## src/rtl/keypad_pkg.sv

```systemverilog
// Shared 4x4 keypad geometry, key-code field layout and responder FSM encodings.
package keypad_pkg;
  localparam int ROWS   = 4;
  localparam int COLS   = 4;
  localparam int IDX_W  = 2;
  // key code = {row index, column index}
  localparam int ROW_HI = 3;
  localparam int ROW_LO = 2;
  localparam int COL_HI = 1;
  localparam int COL_LO = 0;

  typedef enum logic [2:0] {
    ST_IDLE       = 3'd0,
    ST_BOUNCE_IN  = 3'd1,
    ST_HOLD       = 3'd2,
    ST_BOUNCE_OUT = 3'd3,
    ST_GAP        = 3'd4
  } state_e;
endpackage

```

## src/rtl/bounce_lfsr.sv

```systemverilog
// 8-bit Fibonacci LFSR (x^8+x^6+x^5+x^4+1) that supplies contact chatter.
module bounce_lfsr #(
  parameter logic [7:0] SEED = 8'hA5
) (
  input  logic clk,
  input  logic reset,
  input  logic en_i,
  output logic bit_o
);
  logic [7:0] lfsr_q, lfsr_d;

  assign lfsr_d = {lfsr_q[6:0], lfsr_q[7] ^ lfsr_q[5] ^ lfsr_q[4] ^ lfsr_q[3]};
  assign bit_o  = lfsr_q[0];

  always_ff @(posedge clk or posedge reset) begin
    if (reset)     lfsr_q <= SEED;
    else if (en_i) lfsr_q <= lfsr_d;
  end
endmodule

```

## src/rtl/keypad_matrix_responder.sv

```systemverilog
// Emulates a membrane keypad press (bounce in, hold, bounce out, gap) by pulling
// the addressed row low whenever its column is driven and the contact is closed.
module keypad_matrix_responder
  import keypad_pkg::*;
#(
  parameter logic [15:0] BOUNCE_CYCLES = 16'd64,
  parameter logic [15:0] HOLD_CYCLES   = 16'd4096,
  parameter logic [15:0] GAP_CYCLES    = 16'd1024,
  parameter logic [7:0]  LFSR_SEED     = 8'hA5
) (
  input  logic       clk,
  input  logic       reset,
  input  logic [3:0] shift_col,
  output logic [3:0] row,
  input  logic [3:0] key_code,
  input  logic       press_req,
  output logic       busy,
  output logic       done,
  output logic       key_seen
);
  if (HOLD_CYCLES == 16'd0 || GAP_CYCLES == 16'd0) begin : g_bad_param
    $error("HOLD_CYCLES and GAP_CYCLES must be non-zero");
  end

  state_e      state_q, state_d;
  logic [15:0] cnt_q, cnt_d;
  logic [3:0]  code_q;
  logic        done_q, key_seen_q;
  logic        accept, last, bouncing, lfsr_bit, contact, col_driven;

  assign accept     = (state_q == ST_IDLE) && press_req;
  assign last       = (cnt_q <= 16'd1);
  assign bouncing   = (state_q == ST_BOUNCE_IN) || (state_q == ST_BOUNCE_OUT);
  assign contact    = (state_q == ST_HOLD) || (bouncing && lfsr_bit);
  assign col_driven = !shift_col[code_q[COL_HI:COL_LO]];

  bounce_lfsr #(.SEED(LFSR_SEED)) u_lfsr (
    .clk   (clk),
    .reset (reset),
    .en_i  (bouncing),
    .bit_o (lfsr_bit)
  );

  // Counter reloads on every transition and the state exits when it reaches 1.
  always_comb begin
    state_d = state_q;
    cnt_d   = cnt_q;
    unique case (state_q)
      ST_IDLE: if (press_req) begin
        if (BOUNCE_CYCLES == 16'd0) begin state_d = ST_HOLD;      cnt_d = HOLD_CYCLES;   end
        else                        begin state_d = ST_BOUNCE_IN; cnt_d = BOUNCE_CYCLES; end
      end
      ST_BOUNCE_IN: if (last) begin state_d = ST_HOLD; cnt_d = HOLD_CYCLES; end
                    else cnt_d = cnt_q - 16'd1;
      ST_HOLD: if (last) begin
        if (BOUNCE_CYCLES == 16'd0) begin state_d = ST_GAP;        cnt_d = GAP_CYCLES;    end
        else                        begin state_d = ST_BOUNCE_OUT; cnt_d = BOUNCE_CYCLES; end
      end else cnt_d = cnt_q - 16'd1;
      ST_BOUNCE_OUT: if (last) begin state_d = ST_GAP; cnt_d = GAP_CYCLES; end
                     else cnt_d = cnt_q - 16'd1;
      ST_GAP: if (last) begin state_d = ST_IDLE; cnt_d = 16'd0; end
              else cnt_d = cnt_q - 16'd1;
      default: begin state_d = ST_IDLE; cnt_d = 16'd0; end
    endcase
  end

  always_ff @(posedge clk or posedge reset) begin
    if (reset) begin
      state_q    <= ST_IDLE;
      cnt_q      <= 16'd0;
      code_q     <= 4'd0;
      done_q     <= 1'b0;
      key_seen_q <= 1'b0;
    end else begin
      state_q <= state_d;
      cnt_q   <= cnt_d;
      done_q  <= (state_q == ST_GAP) && last;
      if (accept) begin
        code_q     <= key_code;
        key_seen_q <= 1'b0;
      end else if ((state_q == ST_HOLD) && col_driven) begin
        key_seen_q <= 1'b1;
      end
    end
  end

  // Row sense behaves like a wire from the contact and the column drive.
  always_comb begin
    row = '1;
    for (int r = 0; r < ROWS; r++)
      if (contact && (code_q[ROW_HI:ROW_LO] == r[IDX_W-1:0]) && col_driven) row[r] = 1'b0;
  end

  assign busy     = (state_q != ST_IDLE);
  assign done     = done_q;
  assign key_seen = key_seen_q;
endmodule

```

## config.mk

```make
export PLATFORM = sky130hd
export DESIGN_NAME = keypad_matrix_responder
export DESIGN_NICKNAME = d
export VERILOG_FILES = /design/src/rtl/keypad_pkg.sv /design/src/rtl/bounce_lfsr.sv /design/src/rtl/keypad_matrix_responder.sv
export SDC_FILE = /design/constraint.sdc
export NUM_CORES = 1
export LEC_CHECK = 0
export CELL_PAD_IN_SITES_DETAIL_PLACEMENT = 2
export CELL_PAD_IN_SITES_GLOBAL_PLACEMENT = 2
export CORE_ASPECT_RATIO = 1.75
export CORE_MARGIN = 5
export CORE_UTILIZATION = 32
export DETAILED_ROUTE_END_ITERATION = 16
export PLACE_DENSITY = 0.77
export SETUP_SLACK_MARGIN = 0.05
export SLEW_MARGIN = 20
export SYNTH_ARGS = -nofsm -noshare
export SYNTH_HDL_FRONTEND = slang
export SYNTH_SLANG_ARGS = --single-unit
```

## constraint.sdc

```tcl
create_clock -name clk -period 2.1 [get_ports clk]
set_input_delay 0.21 -clock clk [delete_from_list [all_inputs] [get_ports clk]]
set_output_delay 0.21 -clock clk [all_outputs]
set_load 0.01 [all_outputs]
```

==> summary.md, run 1 <==
| Metric | Value |
|---|---|
| Status | `finished clean` |
| Cell variety after synth | `between 40 and 50` |
| CTS Sinks | `33` |
| CP arrival | `roughly 2.2 ns` |
| Clock root buffer | `clkbuf_8` |
| Sequential Area | `between 800 and 900 um^2` |
| CP Cell Sequence | `or3_1 -> nor3_1 -> o2111ai_4 -> a32oi_1 -> nand3_1` |
| Remaining DRCs | `0` |
| TritonRoute pass-1 iters | `4` |
| Fin. Hold Viols | `0` |
| Placer Congestion | `just under 0.8` |
| Netlist Area Pre-Place | `approximately 0.0018 mm^2` |
| Worst-margin pin slew | `around 0.48 ns` |
| Filler cells | `628` |
| Largest net degree at the start of global routing | `34` |
| VDD IR max | `between 0.6 and 0.7 mV` |
| Final Power | `about 2.8 mW` |
| Critical R2R Capture | `cnt_q[6]` |
| CP endpoint kind | `register` |
| R2R cell count | `5` |
| Rel. slew slack | `0.677` |
| Ports | `18` |
| DIE AREA | `0.00725 mm^2` |
| FP Rows | `36` |
| First-pass GRT wire length | `~8600 um` |
| RSZ-0062 raised after global routing | `true` |
| Layout area overhead | `29.3%` |
| WP data required | `between 2 and 2.5 ns` |
| CTS tree | `done` |
| Post-synth top flop | `dfrtp_1` |
| Crit path largest cell delay | `0.41 ns` |
| CTS H-tree lvls | `2` |
| Final period util | `0.948` |
| Global route overflow | `0` |
| Clock latency on the worst-skew pair | `~0.29 ns` |
| Layout Cells excl Fill | `a little under 300` |
| Clk buf depth | `2` |
| Vias per cell | `between 5 and 6` |
| Vias in the first global route | `~1800` |
| Syn Area/Cell | `approximately 9.7 um^2` |
| Launch point of the worst reg-to-reg path | `cnt_q[9]` |
| Nets | `232` |
| Die Height | `around 110 um` |
| Iter 0 DRT Violations | `32` |
| Most used routing layer | `met2` |
| Slowest-stage cell, CP | `dfrtp_1` |
| Top cells by area, synth | `dfrtp_1 41%, mux2_2 6.9%, dfstp_2 5.9%` |
| Final setup vio count | `0` |
| Synth Net Count | `between 150 and 200` |
| PortBufs | `17` |
| Via total after detailed routing | `1618` |
| Met3 Track Usage GR | `0.0320` |
| Antenna-violating nets left | `0` |
| Area leader, netlist | `dfrtp_1` |
| Layout cells sized above 1 | `0.268` |
| Met2 Use GR | `0.300` |
| Die X | `approximately 67 um` |
| Yosys top cell area share | `0.405` |
| Count of final max-slew check failures | `0` |
| Starting Density | `0.326` |
| Fin crit period | `approximately 2.0 ns` |
| WS Path Type | `reg -> reg` |
| Core Area | `between 0.005 and 0.006 mm^2` |
| Max Cap Viol | `0` |
| Pre-CTS setup slack | `-0.231 ns` |
| Most numerous cell in the Yosys netlist | `dfrtp_1` |
| WL per Instance | `around 18 um` |
| Antenna Cells | `0` |
| All-layer global routing usage | `0.158` |
| Clk slew on worst S/H paths | `approximately 0.080 ns` |
| Placed cells | `around 290` |
| Max frequency | `502 MHz` |
| Post-Route WL | `around 5400 um` |
| Met1 Use GR | `0.162` |
| Worst-path fanout max | `6` |
| Startpoint types | `register` |
| Async set-or-reset flop fraction in the synthesized netlist | `1.00` |
| #FFs+latches synth | `33` |
| Setup Skew | `between 0.006 and 0.007 ns` |
| PD cells | `around 1200 mW/mm^2` |
| Dpl hpwl | `a little under 4000 um` |
| TNS Setup | `0 ns` |
| Post-synth EDFFs | `0` |
| Leak Pwr | `~0.97 nW` |
| Synth warn | `0` |
| Placed instance area | `between 0.002 and 0.0025 mm^2` |
| Synth top cells by count | `29 x dfrtp_1, 16 x nand2_1, 12 x nor2_1, 12 x nor3_1, 11 x mux2_2` |
| Final instance area | `0.00232 mm^2` |
| Initial antenna violation count | `0` |
| Area of the multi-input gates | `roughly 960 um^2` |
| FF-to-FF setup slack | `0.11 ns` |
| Fin worst setup slack | `0.110 ns` |
| Worst hold path type | `in -> async` |
| Sequential fraction of the synthesis area | `0.464` |
| Cells after Synth | `around 190` |
| Inserted Clock Buffers | `5` |
[metal layers]
| metal | wire length (um) | vias up |
|---|---|---|
| met5 | 0 | - |
| met3 | 136 | 12 |
| li1 | - | 738 |
| met2 | 3230 | 31 |
| met4 | 108 | 0 |
| met1 | 1950 | 837 |
[cell usage in the layout (no fill, tap or decap), drive strengths merged, types with 2 or more instances in the layout]
master         count
dfrtp             29
buf               21
nand2             16
clkdlybuf4s50     13
nor2              12
nor3              12
mux2              11
o21ai             10
a21oi             10
inv                9
a31oi              9
nand2b             7
nand3              7
xnor2              5
clkbuf             5
dfstp              4
clkinvlp           3
nor4               3
o2111a             2
nand4              2
nand3b             2
a311oi             2
ha                 2
or3                2
o2111ai            2
[cell type report]
class / count / area share
inverters: 9 / 0.0146
clock buffers: 5 / 0.0297
flip-flops and latches: 33 / 0.359
well taps: 76 / 0.0411
clock inverters: 3 / 0.00972
repair buffers: 36 / 0.132
multi-input cells: 134 / 0.414
[worst max path at each step]
stage,start,end,slack [ns]
after CTS,code_q[0],row[3],0.05
after global placement,shift_col[3],row[0],-0.18
final,cnt_q[9],cnt_q[6],0.11
after global routing,code_q[0],row[1],0.01
after detailed placement,shift_col[3],row[0],-0.23
after floorplan,cnt_q[4],cnt_q[12],0.05
[sequential cells by signal (all words and copies together), names as in the netlist]
register,flops
key_seen,1
done,1
u_lfsr.lfsr_q,8
code_q,4
state_q,3
cnt_q,16
[power breakdown]
part / leakage (nW) / internal [mW] / total (mW) / switching [mW]
Clock: 0.0364 / 0.232 / 0.499 / 0.267
Sequential: 0.399 / 0.921 / 1.20 / 0.282
Combinational: 0.534 / 0.513 / 1.09 / 0.578
Total: 0.970 / 1.67 / 2.79 / 1.13
[repair_timing]
action | 4_1_cts | 5_1_grt
buffers inserted | 1 | 2
endpoints found under the setup margin | 10 | 17
pin swaps | 2 | 5
hold buffers | 0 | 0
gates resized for setup | 14 | 9
hold endpoints to repair | 0 | 0
[cell families after synthesis]
family,count (synthesis),share of synthesized area
AOI/OAI and AO/OA,43,0.161
and+or+nand+nor,70,0.207
DFF,33,0.464
xor gates and xnor gates,6,0.0293
muxes,13,0.0873
adders and majority gates,2,0.0140
buffers and inverters,18,0.0384
[worst max-delay path: cells and delay by family, from the launching register on]
kind	cells	cell delay, ns
flops	1	0.41
simple gates	3	0.89
compound gates	2	0.55
[per-stage QoR]
stage / hold slack [ns] / util
3_3_place_gp: 0.467 / 0.390
4_1_cts: 0.324 / 0.411
2_1_floorplan: 0.336 / -
5_1_grt: 0.367 / 0.421
6_report: 0.307 / 0.421
3_5_place_dp: 0.505 / 0.390
No activity file was read; power rests on OpenSTA's default activity.
==> run 2, diff against run 1 <==
- CELL_PAD_IN_SITES_DETAIL_PLACEMENT: 2 -> default
- CELL_PAD_IN_SITES_GLOBAL_PLACEMENT: 2 -> default
- CORE_UTILIZATION: 32 -> 50
==> run 2 against run 1 <==
Effect of this change: utilization is 23 points higher; highest routed layer unchanged; die area fell by 32%; largest cell class unchanged; critical endpoint is now row[1]; sequential power about the same; maximum frequency fell by 0.97%; clock power down 6.2%.
==> summary.md, run 2 (synthesis gave the netlist of run 1 again) <==
| Metric | Value |
|---|---|
| Hold WS | `0.237 ns (was 0.307 ns)` |
| Biggest regs | `cnt_q x16, u_lfsr.lfsr_q x8, code_q x4 (unchanged)` |
| Max reg flops | `16 (unchanged)` |
| TritonRoute pass-1 iters | `5 (was 4)` |
| Final setup vio count | `0 (unchanged)` |
| Largest net degree at the start of global routing | `20 (was 34)` |
| Vias in the first global route | `1659 (was 1822)` |
| Clock root buffer | `clkbuf_8 (unchanged)` |
| Die X | `55.3 um (was 66.6 um)` |
| Setup Skew | `0.00648 ns (was 0.00629 ns)` |
| Leak Pwr | `0.951 nW (was 0.970 nW)` |
| CP endpoint kind | `output port (was register)` |
| Worst hold path type | `in -> async (unchanged)` |
| Rel. slew slack | `0.661 (was 0.677)` |
| Layout cells sized above 1 | `0.258 (was 0.268)` |
| Clk slew on worst S/H paths | `0.07 ns (was 0.08 ns)` |
| Most used routing layer | `met2 (unchanged)` |
| Critical R2R Capture | `cnt_q[10] (was cnt_q[6])` |
| CTS Sinks | `33 (unchanged)` |
| First-pass GRT wire length | `7290 um (was 8650 um)` |
| Reg with most FFs | `cnt_q (unchanged)` |
| Core Area | `0.00343 mm^2 (was 0.00550 mm^2)` |
| Commonest cells after routing, fill and taps aside | `28 x dfrtp_1, 16 x nand2_1, 14 x buf_4 (was 29 x dfrtp_1, 18 x buf_4, 16 x nand2_1)` |
| Starting Density | `0.522 (was 0.326)` |
| Worst-path fanout max | `2 (was 6)` |
| Met3 Track Usage GR | `0.0390 (was 0.0320)` |
| Clock latency on the worst-skew pair | `0.29 ns (about the same)` |
| WL per Instance | `16.6 um (was 18.3 um)` |
| Remaining DRCs | `0 (unchanged)` |
| Initial antenna violation count | `0 (unchanged)` |
| Fin crit period | `2.01 ns (was 1.99 ns)` |
| FF-to-FF setup slack | `0.10 ns (was 0.11 ns)` |
| Nets | `229 (was 232)` |
| Vias per cell | `6.02 (was 5.47)` |
| Max Cap Viol | `0 (unchanged)` |
| Global route overflow | `0 (unchanged)` |
| CTS H-tree lvls | `2 (unchanged)` |
| CP arrival | `1.80 ns (was 2.16 ns)` |
| Placed cells | `249 (was 285)` |
| Final instance area | `0.00223 mm^2 (was 0.00232 mm^2)` |
| Layout area overhead | `24.6% (was 29.3%)` |
| Inserted Clock Buffers | `5 (unchanged)` |
| FP Rows | `28 (was 36)` |
| Dpl hpwl | `3290 um (was 3900 um)` |
| PortBufs | `17 (unchanged)` |
| Die Height | `89.2 um (was 109 um)` |
| Layout Cells excl Fill | `262 (was 296)` |
| Status | `finished clean (unchanged)` |
| Startpoint types | `register (unchanged)` |
| All-layer global routing usage | `0.189 (was 0.158)` |
| Fin. Hold Viols | `0 (unchanged)` |
| WS Path Type | `reg -> out (was reg -> reg)` |
| Clk buf depth | `2 (unchanged)` |
| PD cells | `1220 mW/mm^2 (was 1210 mW/mm^2)` |
| Ports | `18 (unchanged)` |
| VDD IR max | `0.891 mV (was 0.601 mV)` |
| Post-Route WL | `4340 um (was 5420 um)` |
| Antenna Cells | `0 (unchanged)` |
| Placer Congestion | `0.889 (was 0.769)` |
| CTS tree | `done (unchanged)` |
| Launch point of the worst reg-to-reg path | `cnt_q[5] (was cnt_q[9])` |
| Antenna-violating nets left | `0 (unchanged)` |
| DIE AREA | `0.00493 mm^2 (was 0.00725 mm^2)` |
| WP data required | `1.89 ns (was 2.27 ns)` |
| Final period util | `0.957 (was 0.948)` |
| Met1 Use GR | `0.174 (was 0.162)` |
| Filler cells | `298 (was 628)` |
| Hold Buf Count CTS | `0 (unchanged)` |
| Worst-margin pin slew | `0.507 ns (was 0.480 ns)` |
| Iter 0 DRT Violations | `62 (was 32)` |
| Max frequency | `498 MHz (was 502 MHz)` |
| Count of final max-slew check failures | `0 (unchanged)` |
| Placed instance area | `0.00207 mm^2 (was 0.00214 mm^2)` |
| Leading cell type in the layout, fill and taps excluded | `dfrtp_1 (unchanged)` |
| R2R cell count | `7 (was 5)` |
| Met2 Use GR | `0.377 (was 0.300)` |
| RSZ-0062 raised after global routing | `true (unchanged)` |
| Via total after detailed routing | `1576 (was 1618)` |
-- run 2: how the worst max path moves through the flow --
stage,slack [ns],startpoint,endpoint,cells past startpoint
after CTS,0.05,cnt_q[5],cnt_q[10],7
after global placement,-0.10,shift_col[3],row[2],5
final,0.09,code_q[0],row[1],5
after global routing,-0.006,code_q[0],row[1],5
after detailed placement,-0.16,shift_col[3],row[2],5
after floorplan,0.05,cnt_q[4],cnt_q[12],5
-- run 2: per-stage QoR --
stage	power (mW)	TNS, ns	util	setup slack (ns)
2_1_floorplan	1.83	0	-	0.0534
5_1_grt	2.91	-0.00559	0.650	-0.00559
3_5_place_dp	2.15	-0.572	0.602	-0.164
4_1_cts	2.69	0	0.642	0.0536
6_report	2.72	0	0.650	0.0901
3_3_place_gp	2.07	-0.259	0.602	-0.104
-- run 2: final cells by class --
class	instances	area (um^2)	area share
inverters	9	33.8	0.0151
well taps	45	56.3	0.0252
repair buffers	33	278	0.124
multi-input cells	134	946	0.424
clock inverters	3	17.5	0.00785
clock buffers	5	68.8	0.0308
flip-flops and latches	33	832	0.373
-- run 2: worst max-delay path, stage by stage, from the launching register on --
cell      delay, ns
dfrtp_1        0.38
mux4_2         0.56
buf_6          0.15
nor3_4         0.18
nand3b_1       0.10
buf_2          0.15
-- run 2: layer usage --
metal | vias to the layer above | routed length [um]
li1 | 738 | -
met1 | 772 | 1560
met2 | 56 | 2500
met3 | 10 | 179
met4 | 0 | 102
met5 | - | 0
-- run 2: report_power, final --
part / switching (mW) / leakage, nW / internal [mW]
logic: 0.527 / 0.509 / 0.521
clock network: 0.239 / 0.0439 / 0.228
registers: 0.283 / 0.398 / 0.923
total: 1.05 / 0.951 / 1.67
-- run 2: what timing repair did --
action / in CTS / in global routing
setup endpoints to repair: 10 / 20
resized for setup: 19 / 9
setup buffers: 3 / 2
pin swaps: 4 / 2
==> run 3, diff against run 2 <==
- CORE_MARGIN: 5 -> 2
==> run 3 against run 2 <==
Effect of this change: utilization rose by 3.0 points; non-clock buffer count rose by 2; final area rose by 3.6%; routed wire length fell by 4.4%; maximum frequency fell by 1.7%; combinational power rose by 7%; sequential share of layout area fell by 1.2 points; worst hold slack improved by 0.024 ns; register-to-register slack got worse by 0.03 ns; critical path depth did not move; largest cell class unchanged.
==> summary.md, run 3 (synthesis gave the netlist of run 1 again) <==
| Metric | Value |
|---|---|
| Core Util, Final | `0.680 (was 0.650)` |
| Worst-path fanout max | `2 (unchanged)` |
| Core Area | `0.00340 mm^2 (was 0.00343 mm^2)` |
| Iter 0 DRT Violations | `33 (was 62)` |
| Antenna Cells | `0 (unchanged)` |
| CTS Sinks | `33 (unchanged)` |
| Slowest-stage cell, CP | `mux4_2 (unchanged)` |
| VDD IR max | `0.867 mV (was 0.891 mV)` |
| Rel. slew slack | `0.623 (was 0.661)` |
| Status | `finished clean (unchanged)` |
| Worst path top cell family by delay | `multiplexers (unchanged)` |
| Antenna-violating nets left | `0 (unchanged)` |
| All-layer global routing usage | `0.218 (was 0.189)` |
| RSZ-0062 raised after global routing | `true (unchanged)` |
| Startpoint types | `register (unchanged)` |
| Layout area overhead | `29.1% (was 24.6%)` |
| Clock root buffer | `clkbuf_8 (unchanged)` |
| Filler cells | `272 (was 298)` |
| Worst-margin pin slew | `0.564 ns (was 0.507 ns)` |
| PD cells | `1260 mW/mm^2 (was 1220 mW/mm^2)` |
| Final setup vio count | `0 (unchanged)` |
| Inserted Clock Buffers | `5 (unchanged)` |
| WS Path Type | `reg -> out (unchanged)` |
| Vias in the first global route | `1583 (was 1659)` |
| CP endpoint kind | `output port (unchanged)` |
| Clk buf depth | `2 (unchanged)` |
| Count of final max-slew check failures | `0 (unchanged)` |
| Placed cells | `250 (was 249)` |
| Biggest regs | `cnt_q x16, u_lfsr.lfsr_q x8, code_q x4 (unchanged)` |
| Commonest cells after routing, fill and taps aside | `27 x dfrtp_1, 16 x nand2_1, 15 x buf_4 (was 28 x dfrtp_1, 16 x nand2_1, 14 x buf_4)` |
| Initial antenna violation count | `0 (unchanged)` |
| CP Buf/Inv Count | `2 (unchanged)` |
| Hold WS | `0.260 ns (was 0.237 ns)` |
| Vias per cell | `5.87 (was 6.02)` |
| Layout Cells excl Fill | `264 (was 262)` |
| Starting Density | `0.527 (was 0.522)` |
| Placer Congestion | `0.899 (was 0.889)` |
| PortBufs | `17 (unchanged)` |
| Leak Pwr | `0.976 nW (was 0.951 nW)` |
| Clk slew on worst S/H paths | `0.07 ns (about the same)` |
| Sequential Area | `833 um^2 (was 832 um^2)` |
| Crit path largest cell delay | `0.53 ns (was 0.56 ns)` |
| FP Rows | `28 (unchanged)` |
| Nets | `231 (was 229)` |
| Final period util | `0.974 (was 0.957)` |
| Dpl hpwl | `2980 um (was 3290 um)` |
| Via total after detailed routing | `1549 (was 1576)` |
| Fin crit period | `2.04 ns (was 2.01 ns)` |
| Layout cells sized above 1 | `0.288 (was 0.258)` |
| DIE AREA | `0.00410 mm^2 (was 0.00493 mm^2)` |
| CTS tree | `done (unchanged)` |
| Hold Buf Count CTS | `0 (unchanged)` |
| Setup Skew | `0.00313 ns (was 0.00648 ns)` |
| Max frequency | `489 MHz (was 498 MHz)` |
| Clock latency on the worst-skew pair | `0.29 ns (about the same)` |
| Die Height | `83.2 um (was 89.2 um)` |
| TritonRoute pass-1 iters | `4 (was 5)` |
| TNS Setup | `0 ns (unchanged)` |
| WL per Instance | `15.7 um (was 16.6 um)` |
| Fin. Hold Viols | `0 (unchanged)` |
| Area of the multi-input gates | `968 um^2 (was 946 um^2)` |
| Largest net degree at the start of global routing | `21 (was 20)` |
| Reg with most FFs | `cnt_q (unchanged)` |
| Global route overflow | `0 (unchanged)` |
| Max reg flops | `16 (unchanged)` |
| Post-Route WL | `4150 um (was 4340 um)` |
| CP arrival | `1.83 ns (was 1.80 ns)` |
| WP data required | `1.89 ns (about the same)` |
| Remaining DRCs | `0 (unchanged)` |
| CTS H-tree lvls | `2 (unchanged)` |
| Leading cell type in the layout, fill and taps excluded | `dfrtp_1 (unchanged)` |
| Worst hold path type | `in -> async (unchanged)` |
| CP Cell Sequence | `mux4_2 -> buf_6 -> nor4_4 -> nand2_1 -> buf_2 (was mux4_2 -> buf_6 -> nor3_4 -> nand3b_1 -> buf_2)` |
| Max Cap Viol | `0 (unchanged)` |
| Die X | `49.3 um (was 55.3 um)` |
| First-pass GRT wire length | `6880 um (was 7290 um)` |
| Ports | `18 (unchanged)` |
-- run 3: path summary, 6_finish.rpt --
check / start / to / slack [ns] / depth (start not counted)
max reg2reg: cnt_q[6] / cnt_q[6] / 0.07 / 6
min in group clk: cnt_q[15] / cnt_q[15] / 0.49 / 1
max: code_q[0] / row[2] / 0.06 / 5
min reg2reg: cnt_q[15] / cnt_q[15] / 0.49 / 1
max in group asynchronous: reset / state_q[0] / 1.34 / 3
min: reset / u_lfsr.lfsr_q[6] / 0.26 / 2
-- run 3: report_power, final --
group	internal [mW]	switching [mW]
logic	0.567	0.550
clock network	0.355	0.252
registers	0.921	0.271
total	1.84	1.07
-- run 3: worst register-to-register path, stage by stage (launching register included) --
cell,delay (ns)
dfrtp_1,0.43
or4_4,0.57
nor4_4,0.15
buf_4,0.19
o2111ai_4,0.17
a32oi_1,0.27
nand3_1,0.12
-- run 3: layout make-up --
type	count	share of cell area
clock inverter	3	0.0200
tap	45	0.0244
sequential	33	0.360
timing repair buffer	35	0.132
inverter	9	0.0146
multi-input combinational	134	0.419
clock buffer	5	0.0298
-- run 3: routing by layer --
layer / share of wire / GRT usage
met5: 0 / 0
met4: 0.047 / 0.140
met3: 0.038 / 0.0540
met2: 0.55 / 0.389
met1: 0.37 / 0.215
-- run 3: stage by stage --
| stage | power (mW) | area (um^2) | setup slack [ns] |
|---|---|---|---|
| finish | 2.92 | 2310 | 0.0551 |
| global route | 3.11 | 2310 | -0.0263 |
| CTS | 2.87 | 2270 | 0.0406 |
| detailed placement | 2.16 | 2090 | -0.181 |
| global placement | 2.09 | 2090 | -0.0981 |
| floorplan | 1.83 | 1790 | 0.0534 |
-- run 3: timing repair --
action | 4_1_cts | 5_1_grt
pin swaps | 3 | 6
setup buffers | 3 | 3
setup endpoints to repair | 6 | 12
gates resized for setup | 16 | 18
